[src/rtl/hzd_pkg.sv]
// Shared types and constants for the D-stage hazard scoreboard:
// forwarding selects, Tuse/Tnew names and the in-flight write record.
package hzd_pkg;

    typedef enum logic [1:0] {
        FWD_RF = 2'd0,
        FWD_M  = 2'd1,
        FWD_W  = 2'd2,
        FWD_E  = 2'd3
    } fwd_sel_e;

    localparam logic [1:0] TUSE_0 = 2'd0;
    localparam logic [1:0] TUSE_1 = 2'd1;
    localparam logic [1:0] TUSE_2 = 2'd2;

    localparam logic [1:0] TNEW_0 = 2'd0;
    localparam logic [1:0] TNEW_1 = 2'd1;
    localparam logic [1:0] TNEW_2 = 2'd2;

    localparam logic [4:0] REG_ZERO = 5'd0;
    localparam logic [4:0] REG_RA   = 5'd31;

    typedef struct packed {
        logic [4:0] wa;
        logic [1:0] tnew;
        logic [4:0] rs;
        logic [4:0] rt;
        logic       md_start;
        logic       md_div;
    } hzd_rec_t;

    localparam hzd_rec_t HZD_BUBBLE = '0;

    // Tnew one stage further down the pipe, never below zero.
    function automatic logic [1:0] tnew_step(input logic [1:0] t);
        return (t == TNEW_0) ? TNEW_0 : t - TNEW_1;
    endfunction

endpackage

[src/rtl/md_busy_ctr.sv]
// HI/LO multiply/divide busy counter: loads the operation latency when a
// multiply or divide leaves E, then counts down to idle.
module md_busy_ctr #(
    parameter int unsigned MULT_CYCLES = 5,
    parameter int unsigned DIV_CYCLES  = 10
) (
    input  logic clk,
    input  logic reset,
    input  logic start,
    input  logic div,
    output logic busy
);

    localparam int unsigned MAX_CYCLES = (MULT_CYCLES > DIV_CYCLES) ? MULT_CYCLES : DIV_CYCLES;
    localparam int unsigned CW         = $clog2(MAX_CYCLES) + 1;

    logic [CW-1:0] count;

    always_ff @(posedge clk or posedge reset) begin
        if (reset) begin
            count <= '0;
        end else if (start) begin
            count <= div ? CW'(DIV_CYCLES) : CW'(MULT_CYCLES);
        end else if (count != '0) begin
            count <= count - CW'(1);
        end
    end

    assign busy = (count != '0);

endmodule

[src/rtl/hazard_scoreboard.sv]
// D-stage hazard unit for the five-stage MIPS pipeline: E/M/W write
// scoreboard with remaining Tnew, stall generation and forwarding selects.
module hazard_scoreboard
    import hzd_pkg::*;
#(
    parameter int unsigned MULT_CYCLES = 5,
    parameter int unsigned DIV_CYCLES  = 10
) (
    input  logic       clk,
    input  logic       reset,
    input  logic       d_cal_r,
    input  logic       d_cal_i,
    input  logic       d_lui,
    input  logic       d_load,
    input  logic       d_store,
    input  logic       d_branch,
    input  logic       d_jal,
    input  logic       d_jr,
    input  logic       d_jalr,
    input  logic       d_shift,
    input  logic       d_rt0,
    input  logic       d_md_start,
    input  logic       d_md_div,
    input  logic       d_md_to,
    input  logic       d_md_from,
    input  logic [4:0] d_rs,
    input  logic [4:0] d_rt,
    input  logic [4:0] d_rd,
    output logic       stall,
    output logic [1:0] fwd_d_rs,
    output logic [1:0] fwd_d_rt,
    output logic [1:0] fwd_e_rs,
    output logic [1:0] fwd_e_rt,
    output logic       fwd_m_rt,
    output logic       md_busy
);

    hzd_rec_t   e_rec;
    hzd_rec_t   d_rec;
    logic [4:0] m_wa;
    logic [1:0] m_tnew;
    logic [4:0] m_rt;
    logic [4:0] w_wa;

    logic       rs_used, rt_used;
    logic [1:0] tuse_rs, tuse_rt;
    logic [4:0] d_wa;
    logic [1:0] d_tnew;
    logic       rs_stall, rt_stall, md_stall;

    // D decode: source timing, destination and result latency.
    always_comb begin
        rs_used = d_branch | d_jr | d_jalr | d_cal_r | d_cal_i | d_load | d_store;
        tuse_rs = (d_branch | d_jr | d_jalr) ? TUSE_0 : TUSE_1;
        rt_used = (d_branch & ~d_rt0) | d_cal_r | d_shift | d_store;
        tuse_rt = d_branch ? TUSE_0 : (d_store ? TUSE_2 : TUSE_1);

        d_wa = REG_ZERO;
        if ((d_cal_r | d_shift | d_jalr) & ~(d_md_start | d_md_to)) begin
            d_wa = d_rd;
        end else if (d_cal_i | d_lui | d_load) begin
            d_wa = d_rt;
        end else if (d_jal) begin
            d_wa = REG_RA;
        end

        d_tnew = TNEW_0;
        if (d_load) begin
            d_tnew = TNEW_2;
        end else if (d_cal_r | d_cal_i | d_lui | d_shift | d_md_from) begin
            d_tnew = TNEW_1;
        end

        d_rec          = HZD_BUBBLE;
        d_rec.wa       = d_wa;
        d_rec.tnew     = d_tnew;
        d_rec.rs       = d_rs;
        d_rec.rt       = d_rt;
        d_rec.md_start = d_md_start;
        d_rec.md_div   = d_md_start & d_md_div;
    end

    // The nearest producer decides: an E hit masks any older M hit.
    function automatic logic src_stall(input logic used, input logic [4:0] src,
                                       input logic [1:0] tuse, input hzd_rec_t e,
                                       input logic [4:0] mwa, input logic [1:0] mtnew);
        logic hit_e, hit_m;
        hit_e = used && (src != REG_ZERO) && (src == e.wa);
        hit_m = used && (src != REG_ZERO) && (src == mwa);
        if (hit_e) return e.tnew > tuse;
        return hit_m && (mtnew > tuse);
    endfunction

    function automatic fwd_sel_e sel_d(input logic [4:0] src, input hzd_rec_t e,
                                       input logic [4:0] mwa, input logic [1:0] mtnew);
        if (src != REG_ZERO && src == e.wa && e.tnew == TNEW_0) return FWD_E;
        if (src != REG_ZERO && src == mwa && mtnew == TNEW_0) return FWD_M;
        return FWD_RF;
    endfunction

    function automatic fwd_sel_e sel_e(input logic [4:0] src, input logic [4:0] mwa,
                                       input logic [1:0] mtnew, input logic [4:0] wwa);
        if (src != REG_ZERO && src == mwa && mtnew == TNEW_0) return FWD_M;
        if (src != REG_ZERO && src == wwa) return FWD_W;
        return FWD_RF;
    endfunction

    always_comb begin
        rs_stall = src_stall(rs_used, d_rs, tuse_rs, e_rec, m_wa, m_tnew);
        rt_stall = src_stall(rt_used, d_rt, tuse_rt, e_rec, m_wa, m_tnew);
        md_stall = (d_md_start | d_md_to | d_md_from) & (md_busy | e_rec.md_start);
        stall    = rs_stall | rt_stall | md_stall;

        fwd_d_rs = sel_d(d_rs, e_rec, m_wa, m_tnew);
        fwd_d_rt = sel_d(d_rt, e_rec, m_wa, m_tnew);
        fwd_e_rs = sel_e(e_rec.rs, m_wa, m_tnew, w_wa);
        fwd_e_rt = sel_e(e_rec.rt, m_wa, m_tnew, w_wa);
        fwd_m_rt = (w_wa != REG_ZERO) && (m_rt == w_wa);
    end

    always_ff @(posedge clk or posedge reset) begin
        if (reset) begin
            e_rec  <= HZD_BUBBLE;
            m_wa   <= '0;
            m_tnew <= '0;
            m_rt   <= '0;
            w_wa   <= '0;
        end else begin
            e_rec  <= stall ? HZD_BUBBLE : d_rec;
            m_wa   <= e_rec.wa;
            m_tnew <= tnew_step(e_rec.tnew);
            m_rt   <= e_rec.rt;
            w_wa   <= m_wa;
        end
    end

    md_busy_ctr #(
        .MULT_CYCLES(MULT_CYCLES),
        .DIV_CYCLES (DIV_CYCLES)
    ) u_md_busy_ctr (
        .clk  (clk),
        .reset(reset),
        .start(e_rec.md_start),
        .div  (e_rec.md_div),
        .busy (md_busy)
    );

    a_one_class: assert property (@(posedge clk) disable iff (reset)
        $onehot0({d_cal_r, d_cal_i, d_lui, d_load, d_store, d_branch, d_jal, d_jr, d_jalr, d_shift}));

    // A second start is always stalled in D, so a load never lands on a running count.
    a_no_reload: assert property (@(posedge clk) disable iff (reset)
        e_rec.md_start |-> !md_busy);

endmodule

[config.mk]
export PLATFORM = sky130hd
export DESIGN_NAME = hazard_scoreboard
export DESIGN_NICKNAME = d
export VERILOG_FILES = /design/src/rtl/hzd_pkg.sv /design/src/rtl/md_busy_ctr.sv /design/src/rtl/hazard_scoreboard.sv
export SDC_FILE = /design/constraint.sdc
export NUM_CORES = 1
export LEC_CHECK = 0
export CAP_MARGIN = 20
export CORE_UTILIZATION = 47
export CTS_CLUSTER_DIAMETER = 40
export DETAILED_ROUTE_END_ITERATION = 10
export PLACE_DENSITY_LB_ADDON = 0.08
export SLEW_MARGIN = 20
export SYNTH_ARGS = -nofsm -noshare
export SYNTH_HDL_FRONTEND = slang
export SYNTH_SLANG_ARGS = --single-unit
[constraint.sdc]
create_clock -name clk -period 1.7 [get_ports clk]
set_input_delay 0.255 -clock clk [delete_from_list [all_inputs] [get_ports clk]]
set_output_delay 0.255 -clock clk [all_outputs]
set_load 0.01 [all_outputs]
---- After elaboration in Yosys (flattened, before gate mapping) ----
Cells that the tools add are included.
W data, S select, Z words.
storage, ports and cells
  flip-flop bits (word level) ............. 41
  input bits .............................. 32
  output and inout port bits .............. 11
operators by class
  add/subtract/negate cells ............... 2
  $lt $le $gt $ge ......................... 4
  equal/unequal tests ..................... 9
  multiplexer cells ....................... 47
  bitwise operators ....................... 28
  reductions and logical operators ........ 32
operators by type and width
  cell                   number
  $eq A5 B5 Y1           9
  $mux W2                20
  $reduce_bool A5 Y1     6
  $mux W5                5
  $logic_and A1 B1 Y1    23
  $or A1 B1 Y1           22
  $mux W1                20
  $mux W19               1
  $sub A5 B1 Y5 const B  1
  $and A1 B1 Y1          4
  $gt A2 B1 Y1           2
  $gt A2 B2 Y1           2
  $logic_not A2 Y1       2
  $mux W4                1
  $not A1 Y1             2
  $reduce_bool A2 Y1     1
  $sub A2 B1 Y2 const B  1

---- Logic depth before layout (Yosys ltp) ----
Gate-level depths: netlist (run 1).
  depth after elaboration ................. 13
  gate-level depth with buffers ........... 8
  depth with buffers taken out ............ 8

---- Modules after synthesis ----
From an unflattened synthesis (run 1), not the netlist that was laid out.
second synthesis, totals
  cells, all modules ...................... 211
  area total of the unflattened synthesis .. 2267.2 um^2
by module, submodules not included
  module             times used  cells each  area each (um^2)
  hazard_scoreboard  1           185         1989.4
  md_busy_ctr        1           26          277.8

---- Worst setup path after synthesis (run 1) ----
Ideal clock, no wire load.
  kind .................................... register to output
  start ................................... register e_rec[3] (netlist name)
  end ..................................... output fwd_e_rt[1]
  data arrival time ....................... 1.670 ns
  required time ........................... 1.445 ns
  setup slack ............................. -0.225 ns
  stages on the path, launching flop included .. 5
  buffers on the path ..................... 0
  cells stage by stage .................... dfrtp_1 or4_1 o211ai_1 nor4_1 nor4_1
on the way
  longest elaborated chain between the ends .. 6
RTL lines
  what                                                       line                                                RTL
  start, declared                                            hazard_scoreboard.sv:38                             hzd_rec_t e_rec;
  start signal, assigned                                     hazard_scoreboard.sv:129                            e_rec <= stall ? HZD_BUBBLE : d_rec;
  $eq A5 B5 Y1 / $reduce_bool A5 Y1 (equally long branches)  hazard_scoreboard.sv:104, hazard_scoreboard.sv:103
  $logic_and A1 B1 Y1                                        hazard_scoreboard.sv:104                            if (src != REG_ZERO && src == wwa) return FWD_W;
  $mux W1 (2 in series)                                      hazard_scoreboard.sv:104
  $mux W2                                                    hazard_scoreboard.sv:105                            return FWD_RF;
  $mux W2 (*)                                                hazard_scoreboard.sv:104
  end, declared                                              hazard_scoreboard.sv:33                             output logic [1:0] fwd_e_rt,
Every way passes the cells marked *; elsewhere a longest branch is shown, timed or not. The select of a mux whose other input is x is not followed.

---- Worst setup path after layout (run 1) ----
  start ................................... register m_tnew[0]
  end ..................................... output stall
on the way
  longest elaborated chain between the ends .. 5
RTL lines
  what                                                 line                      RTL
  start, declared                                      hazard_scoreboard.sv:41   logic [1:0] m_tnew;
  start signal, assigned                               hazard_scoreboard.sv:131  m_tnew <= tnew_step(e_rec.tnew);
  $gt A2 B1 Y1 / $gt A2 B2 Y1 (equally long branches)  hazard_scoreboard.sv:91   return hit_m && (mtnew > tuse);
  $logic_and A1 B1 Y1                                  hazard_scoreboard.sv:91
  $mux W1                                              hazard_scoreboard.sv:91
  $or A1 B1 Y1 (*) (2 in series)                       hazard_scoreboard.sv:112  stall = rs_stall | rt_stall | md_stall;
  end, declared                                        hazard_scoreboard.sv:29   output logic stall,
Every way passes the cells marked *; elsewhere a longest branch is shown, timed or not.

==> metrics.md, run 1 <==
| Metric | Value |
|---|---|
| Least-Margin Pin Slew | 399 ps |
| H-tree levels | 2 |
| Final min period | 2240 ps |
| Final setup viols | 30 |
| Die area | 5150 um2 |
| Yosys warnings | 0 |
| # port buffers | 42 |
| GPL Wtd Cong | 0.850 |
| Final #Nets | 387 |
| Die Wd | 71.8 um |
| Netlist Area Pre-Place | 2290 um2 |
| CP top delay family | compound AO/OA/AOI/OAI gates |
| CTS Buf Count | 5 |
| Final Instance Area | 3690 um2 |
| Clock-pin slew of the registers on the worst-case setup and hold paths | 80 ps |
| Fin crit share | 132% |
| Register area | 1030 um2 |
| Vias in the first global route | 2,239 |
| Multi-input logic area | 1450 um2 |
| Post-synthesis sequential area ratio | 44.9% |
| Total wire length | 6.17 mm |
| Core area | 4690 um2 |
| Worst-path fanout max | 2 |
| Vias | 2,109 |
| Post-synth top area share | 44.9% |
| NetSw | 0.00147 W |
| Critical path arrival | 1990 ps |
| Fillers | 303 |
| Most common cell after layout, fill and taps aside | buf_4 |
| GRT overflow | 0 |
| Final ANT Viol Nets | 0 |
| Antenna violations before repair | 0 |
| Syn Nets | 269 |
| Final Max Tran Viols | 0 |
| CP Cell Sequence | inv_1, ha_1, nor2_1, o211ai_1, o2bb2ai_1, a221oi_2, inv_2, buf_6 |
| Pwr dens | 1180 nW/um2 |
| Setup repair after global routing missed its margin | true |
| Ys async rst share | 100% |
| CTS Hold Bufs | 0 |
| Worst path slowest cell | dfrtp_1 |
| Non-filler cells, final | 402 |
| Area delta synth->final | 61.5% |
| Largest net degree at the start of global routing | 42 |
| Slew headroom | 73.3% |
| Top cells by area, synth | dfrtp_1 45%, xnor2_1 8.8%, xor2_1 7.7%, ha_1 4.4%, and2_1 3.8% |
| 1st-iter DRT viols | 66 |
| Initial Util | 48.7% |
| Peak VDD IR | 517 uV |
| Site row count | 25 |
| Pre-antenna DRT Iters | 4 |
| #FFs+latches synth | 41 |
| Final worst slack | -541 ps |
| Tot GR Track Use | 25.8% |
| Net Sw Frac | 33.6% |
| Total placed instance area | 3220 um2 |
| Hold Vio Cnt, Final | 0 |
| Peak Freq | 0.446 GHz |
| DP Wirelength | 4.25 mm |
| Synth area leader | dfrtp_1 |
| Pleak | 1.74 nW |
| WP data required | 1440 ps |
| Status | finished, violations left |
| Startpoint Class | register |
| Clk network pwr share | 21.5% |
| Comb pwr share | 46.7% |
| Syn Area/Cell | 9.99 um2 |
| Clock Path Buffers | 2 |
| CTS tree | built |
| Hold WC Path Type | in -> async |
| Setup crit end kind | output pin |
| Setup CP Type | reg -> out |
| Clk root buf | clkbuf_8 |
| Prevailing post-synth register cell | dfrtp_1 |
| IO Count | 43 |
| Max-Cap Viols | 0 |
| Later-pin clock latency in the skew report | 290 ps |
| Die height | 71.8 um |
| Dpl cells | 380 |
| DRC errors left | 0 |
| Avg WL per Cell | 15.4 um |
| Failing checks | negative setup slack |
| Antenna diodes | 0 |
| Layout cell share with drive strength beyond 1 | 40.8% |
| P_int | 0.00290 W |
| Seq pwr share | 31.8% |
| Commonest non-fill, non-tap cells in the layout | 59 x buf_4, 37 x dfrtp_1, 20 x xnor2_1, 18 x clkdlybuf4s50_1, 17 x nor2_1 |
| DR vias/cell | 5.25 |
| Post-synth EDFFs | 0 |
| Crit-path max cell delay | 420 ps |
| Global-route wire length before repair | 10.0 mm |
| Mapped Cells | 229 |
| WP buf/inv | 3 |
| CTS Sinks | 41 |
| Yosys cell types | 41 |
| Max Clock Skew | 2.70 ps |
## registers in the layout, indices dropped and copies added, names as in the netlist
name and flops:
e_rec 19, m_rt 5, m_wa 5, u_md_busy_ctr.count 5, w_wa 5, m_tnew 2
## synthesized netlist by cell type (3+ instances only)
master and number:
o22ai_1 5, inv_1 10, ha_1 8, nand2_1 13
nor2b_1 9, a21oi_1 4, nand3_1 5, xor2_1 20
or4_1 3, xnor2_1 23, and2_1 14, nor2_1 22
dfrtp_1 41, o21ai_0 4, nor3_1 9, nor4_1 6
or3_1 3
## cells by family after synthesis
logic type               after synthesis  synth area share [%]
AND/OR/NAND/NOR                       93                  22.2
AO/OA/AOI/OAI                         30                  9.63
flip-flops                            41                  44.9
XOR/XNOR                              43                  16.5
adder cells (fa/ha/maj)                8                  4.38
buffers and inverters                 14                  2.46
## power by group through the flow
| stage | clock [W] | sequential [W] | combinational [W] |
|---|---|---|---|
| 3_5_place_dp | 0 | 0.00138 | 0.00175 |
| 5_1_grt | 0.000993 | 0.00142 | 0.00223 |
| 4_1_cts | 0.000948 | 0.00137 | 0.00191 |
| 3_3_place_gp | 0 | 0.00138 | 0.00171 |
| 6_report | 0.000938 | 0.00139 | 0.00204 |
| 2_1_floorplan | 0 | 0.00138 | 0.000924 |
## worst paths after layout
| kind | from | endpoint | slack [ps] | depth (start not counted) |
|---|---|---|---|---|
| worst max register to register | m_tnew[0] | e_rec[0] | -250 | 8 |
| min in group clk | e_rec[16] | m_wa[2] | 460 | 0 |
| worst min register to register | e_rec[16] | m_wa[2] | 460 | 0 |
| max in group asynchronous | reset | m_wa[2] | 1170 | 3 |
| worst max-delay path | m_tnew[0] | stall | -540 | 8 |
| worst min-delay path | reset | u_md_busy_ctr.count[0] | 310 | 3 |
## metrics by stage
step | setup slack, ps | power (W) | setup TNS [ps] | util (%) | hold WS, ps
5_1_grt | -626 | 0.00464 | -9680 | 78.7 | 332
6_report | -541 | 0.00437 | -7000 | 78.7 | 315
2_1_floorplan | -130 | 0.00231 | -1660 | - | 318
3_3_place_gp | -983 | 0.00308 | -16950 | 68.6 | 440
3_5_place_dp | -1040 | 0.00313 | -18460 | 68.6 | 441
4_1_cts | -481 | 0.00423 | -5700 | 75.8 | 324
## worst min-delay path: cells and delay by family
kind | cells | cell delay (ps)
buffers and inverters | 3 | 720
## repair_timing
item,4_1_cts,5_1_grt
setup endpoints to repair,30,30
resized for setup,96,24
setup buffers,12,2
pin swaps,33,17
## area by class of cell
cell class,count,share of cell area (%)
inverters,11,1.12
repair buffers,114,26.1
clock buffers,5,1.86
multi-input cells,174,39.3
flip-flops and latches,41,27.9
clock inverters,3,1.86
well taps,54,1.83
## layer usage
layer	wire, um	part of all wire [%]	vias to the layer above	global-route usage (%)
met4	123	2.0	0	10.9
li1	-	-	1026	-
met3	183	3.0	10	5.91
met2	3420	55	48	47.4
met1	2450	40	1025	28.4
met5	0	0	-	0
(Power assumes the default switching activity.)
==> run 2, diff against run 1 <==
--- a/config.mk
+++ b/config.mk
@@ -6,11 +6,12 @@
 export NUM_CORES = 1
 export LEC_CHECK = 0
 export CAP_MARGIN = 20
+export CORE_ASPECT_RATIO = 0.6
 export CORE_UTILIZATION = 47
 export CTS_CLUSTER_DIAMETER = 40
 export DETAILED_ROUTE_END_ITERATION = 10
 export PLACE_DENSITY_LB_ADDON = 0.08
-export SLEW_MARGIN = 20
+export SLEW_MARGIN = 10
 export SYNTH_ARGS = -nofsm -noshare
 export SYNTH_HDL_FRONTEND = slang
 export SYNTH_SLANG_ARGS = --single-unit
==> run 2 against run 1 <==
  * The flow still finishes with violations (negative setup slack)
  * Worst setup slack improved by 19 ps
  * Global-route usage increased by 0.77 points
  * Clock skew increased by 17 ps
  * Non-clock buffer count increased by 2
  * Sequential share of layout area about the same
  * Sequential power about the same
  * Via count increased by 2.6%
  * Critical path type is now in -> out
  * Largest cell class unchanged
  * Largest power group unchanged
==> metrics.md, run 2 (synthesis results as in run 1) <==
| Metric | Value |
|---|---|
| Status | finished, violations left |
| Failing checks | negative setup slack |
| Commonest non-fill, non-tap cells in the layout | 64 x buf_4, 37 x dfrtp_1, 19 x xor2_1, 19 x xnor2_1, 17 x clkdlybuf4s50_1 |
| Initial Util | 49.6% (+0.85 points) |
| Layout cell share with drive strength beyond 1 | 42.9% (+2.1 points) |
| Clk root buf | clkbuf_8 |
| Vias | 2,163 (+2.6%) |
| Peak Freq | 0.450 GHz (+0.85%) |
| Pleak | 1.75 nW (+0.42%) |
| Peak VDD IR | 543 uV (+5.0%) |
| Clock-pin slew of the registers on the worst-case setup and hold paths | 90 ps (about the same) |
| H-tree levels | 2 (unchanged) |
| Seq pwr share | 33.2% (+1.4 points) |
| GPL Wtd Cong | 0.807 (-5.0%) |
| Net Sw Frac | 36.9% (+3.3 points) |
| Antenna violations before repair | 0 (unchanged) |
| Clk network pwr share | 16.0% (-5.5 points) |
| Area delta synth->final | 61.8% |
| Worst path depth | 7 (-1) |
| CTS Hold Bufs | 0 (unchanged) |
| R2R cell count | 9 (+1) |
| Pre-antenna DRT Iters | 4 (unchanged) |
| DP Wirelength | 4.63 mm (+8.8%) |
| Slew headroom | 65.9% (-7.4 points) |
| Final Hold Slack | 308 ps (-6.09 ps) |
| CTS Sinks | 41 (unchanged) |
| Biggest register | e_rec |
| IO Count | 43 (unchanged) |
| Final setup viols | 30 (unchanged) |
| Final Max Tran Viols | 0 (unchanged) |
| Worst path slowest cell | nor4_1 |
| GRT overflow | 0 (unchanged) |
| 1st-iter DRT viols | 99 (+50%) |
| Vias in the first global route | 2,105 (-6.0%) |
| Antenna diodes | 0 (unchanged) |
| Setup repair after global routing missed its margin | true |
| Fillers | 286 (-5.6%) |
| Die Wd | 92.1 um (+28%) |
| Least-Margin Pin Slew | 507 ps (+108 ps) |
| Critical path arrival | 1970 ps (-20 ps) |
| Final ANT Viol Nets | 0 (unchanged) |
| Total placed instance area | 3260 um2 (+1.3%) |
| Worst-path fanout max | 3 (+1) |
| Tot GR Track Use | 26.6% (+0.77 points) |
| P_int | 0.00264 W (-8.8%) |
| Site row count | 19 (-24%) |
| Hold WC Path Type | in -> async |
| Final worst slack | -523 ps (+18.8 ps) |
| NetSw | 0.00155 W (+5.1%) |
| Setup crit end kind | output pin |
| CP top delay family | simple AND/OR/NAND/NOR gates |
| Die area | 5160 um2 (+0.18%) |
| Number of flip-flops in the largest register | 19 (unchanged) |
| Later-pin clock latency in the skew report | 300 ps (about the same) |
| Comb pwr share | 50.8% (+4.1 points) |
| # port buffers | 42 (unchanged) |
| Max Clock Skew | 19.3 ps (+16.6 ps) |
| Largest net degree at the start of global routing | 42 (unchanged) |
| Fin crit share | 131% (-1.1 points) |
| WP data required | 1440 ps (about the same) |
| WP buf/inv | 3 (unchanged) |
| Die height | 56.0 um (-22%) |
| Startpoint Class | input port |
| Hold Vio Cnt, Final | 0 (unchanged) |
| Max-Cap Viols | 0 (unchanged) |
| Global-route wire length before repair | 10.3 mm (+3.4%) |
| DR vias/cell | 5.24 (-0.17%) |
| CP Cell Sequence | clkdlybuf4s50_1, nor4_1, and2_1, a211oi_2, a221oi_2, inv_2, buf_6 |
| Final #Nets | 389 (+0.52%) |
| DRC errors left | 0 (unchanged) |
| Most common cell after layout, fill and taps aside | buf_4 |
| Final min period | 2220 ps (-18.8 ps) |
| Setup CP Type | in -> out |
| CTS tree | built |
| Core area | 4610 um2 (-1.7%) |
| Crit-path max cell delay | 490 ps (+70 ps) |
| Clock Path Buffers | 2 (unchanged) |
| CTS Buf Count | 5 (unchanged) |
| Avg WL per Cell | 16.7 um (+8.9%) |
| Final Instance Area | 3700 um2 (+0.14%) |
| Total wire length | 6.90 mm (+12%) |
| Pwr dens | 1130 nW/um2 (-4.3%) |
==> run 2: final timing paths <==
path / slack [ps] / startpoint / end
max reg2reg: -240 / e_rec[12] / e_rec[0]
min reg2reg: 470 / m_wa[0] / w_wa[0]
max: -520 / d_cal_r / stall
min in group clk: 380 / d_rs[4] / e_rec[11]
max in group asynchronous: 1180 / reset / m_rt[0]
min: 310 / reset / m_tnew[1]
==> run 2: power by group through the flow <==
stage               combinational (W)  sequential (W)  clock [W]
floorplan                    0.000924         0.00138          0
global placement              0.00175         0.00138          0
detailed placement            0.00179         0.00139          0
CTS                           0.00194         0.00138   0.000668
global route                  0.00229         0.00142   0.000724
finish                        0.00213         0.00139   0.000670
==> run 2: repair_timing <==
item,4_1_cts,5_1_grt
setup endpoints to repair,30,30
gates cloned,0,0
resized for setup,99,30
hold endpoints to repair,0,0
pin swaps,27,17
buffers inserted,7,6
==> run 2: stage by stage <==
| stage | cells | setup WS, ps | utilization, % | power, W | TNS (ps) |
|---|---|---|---|---|---|
| after floorplan | 229 | -130 | - | 0.00231 | -1660 |
| after global placement | 393 | -995 | 70.7 | 0.00313 | -17640 |
| after detailed placement | 393 | -1050 | 70.7 | 0.00317 | -18660 |
| after CTS | 407 | -487 | 76.9 | 0.00399 | -5500 |
| after global routing | 413 | -600 | 80.2 | 0.00443 | -8880 |
| final | 413 | -523 | 80.2 | 0.00419 | -6460 |
==> run 2: tightest hold or removal path, stage by stage <==
cell and delay, ps:
clkdlybuf4s50_1 390, inv_1 90, buf_12 230
==> run 2: final cells by class <==
class | instances | area (um2) | share of cell area [%]
multi-input cells | 174 | 1480 | 40.0
repair buffers | 116 | 973 | 26.3
flip-flops and latches | 41 | 1030 | 27.9
inverters | 11 | 41.3 | 1.12
clock inverters | 3 | 25.0 | 0.676
clock buffers | 5 | 68.8 | 1.86
well taps | 63 | 78.8 | 2.13
==> run 2: layer usage <==
layer  vias to the layer above  share of wire, %  GRT usage (%)
li1                       1036                 -              -
met1                      1043                46           34.8
met2                        70                47           45.3
met3                        14               4.8           4.23
met4                         0               2.2           8.48
met5                         -                 0              0
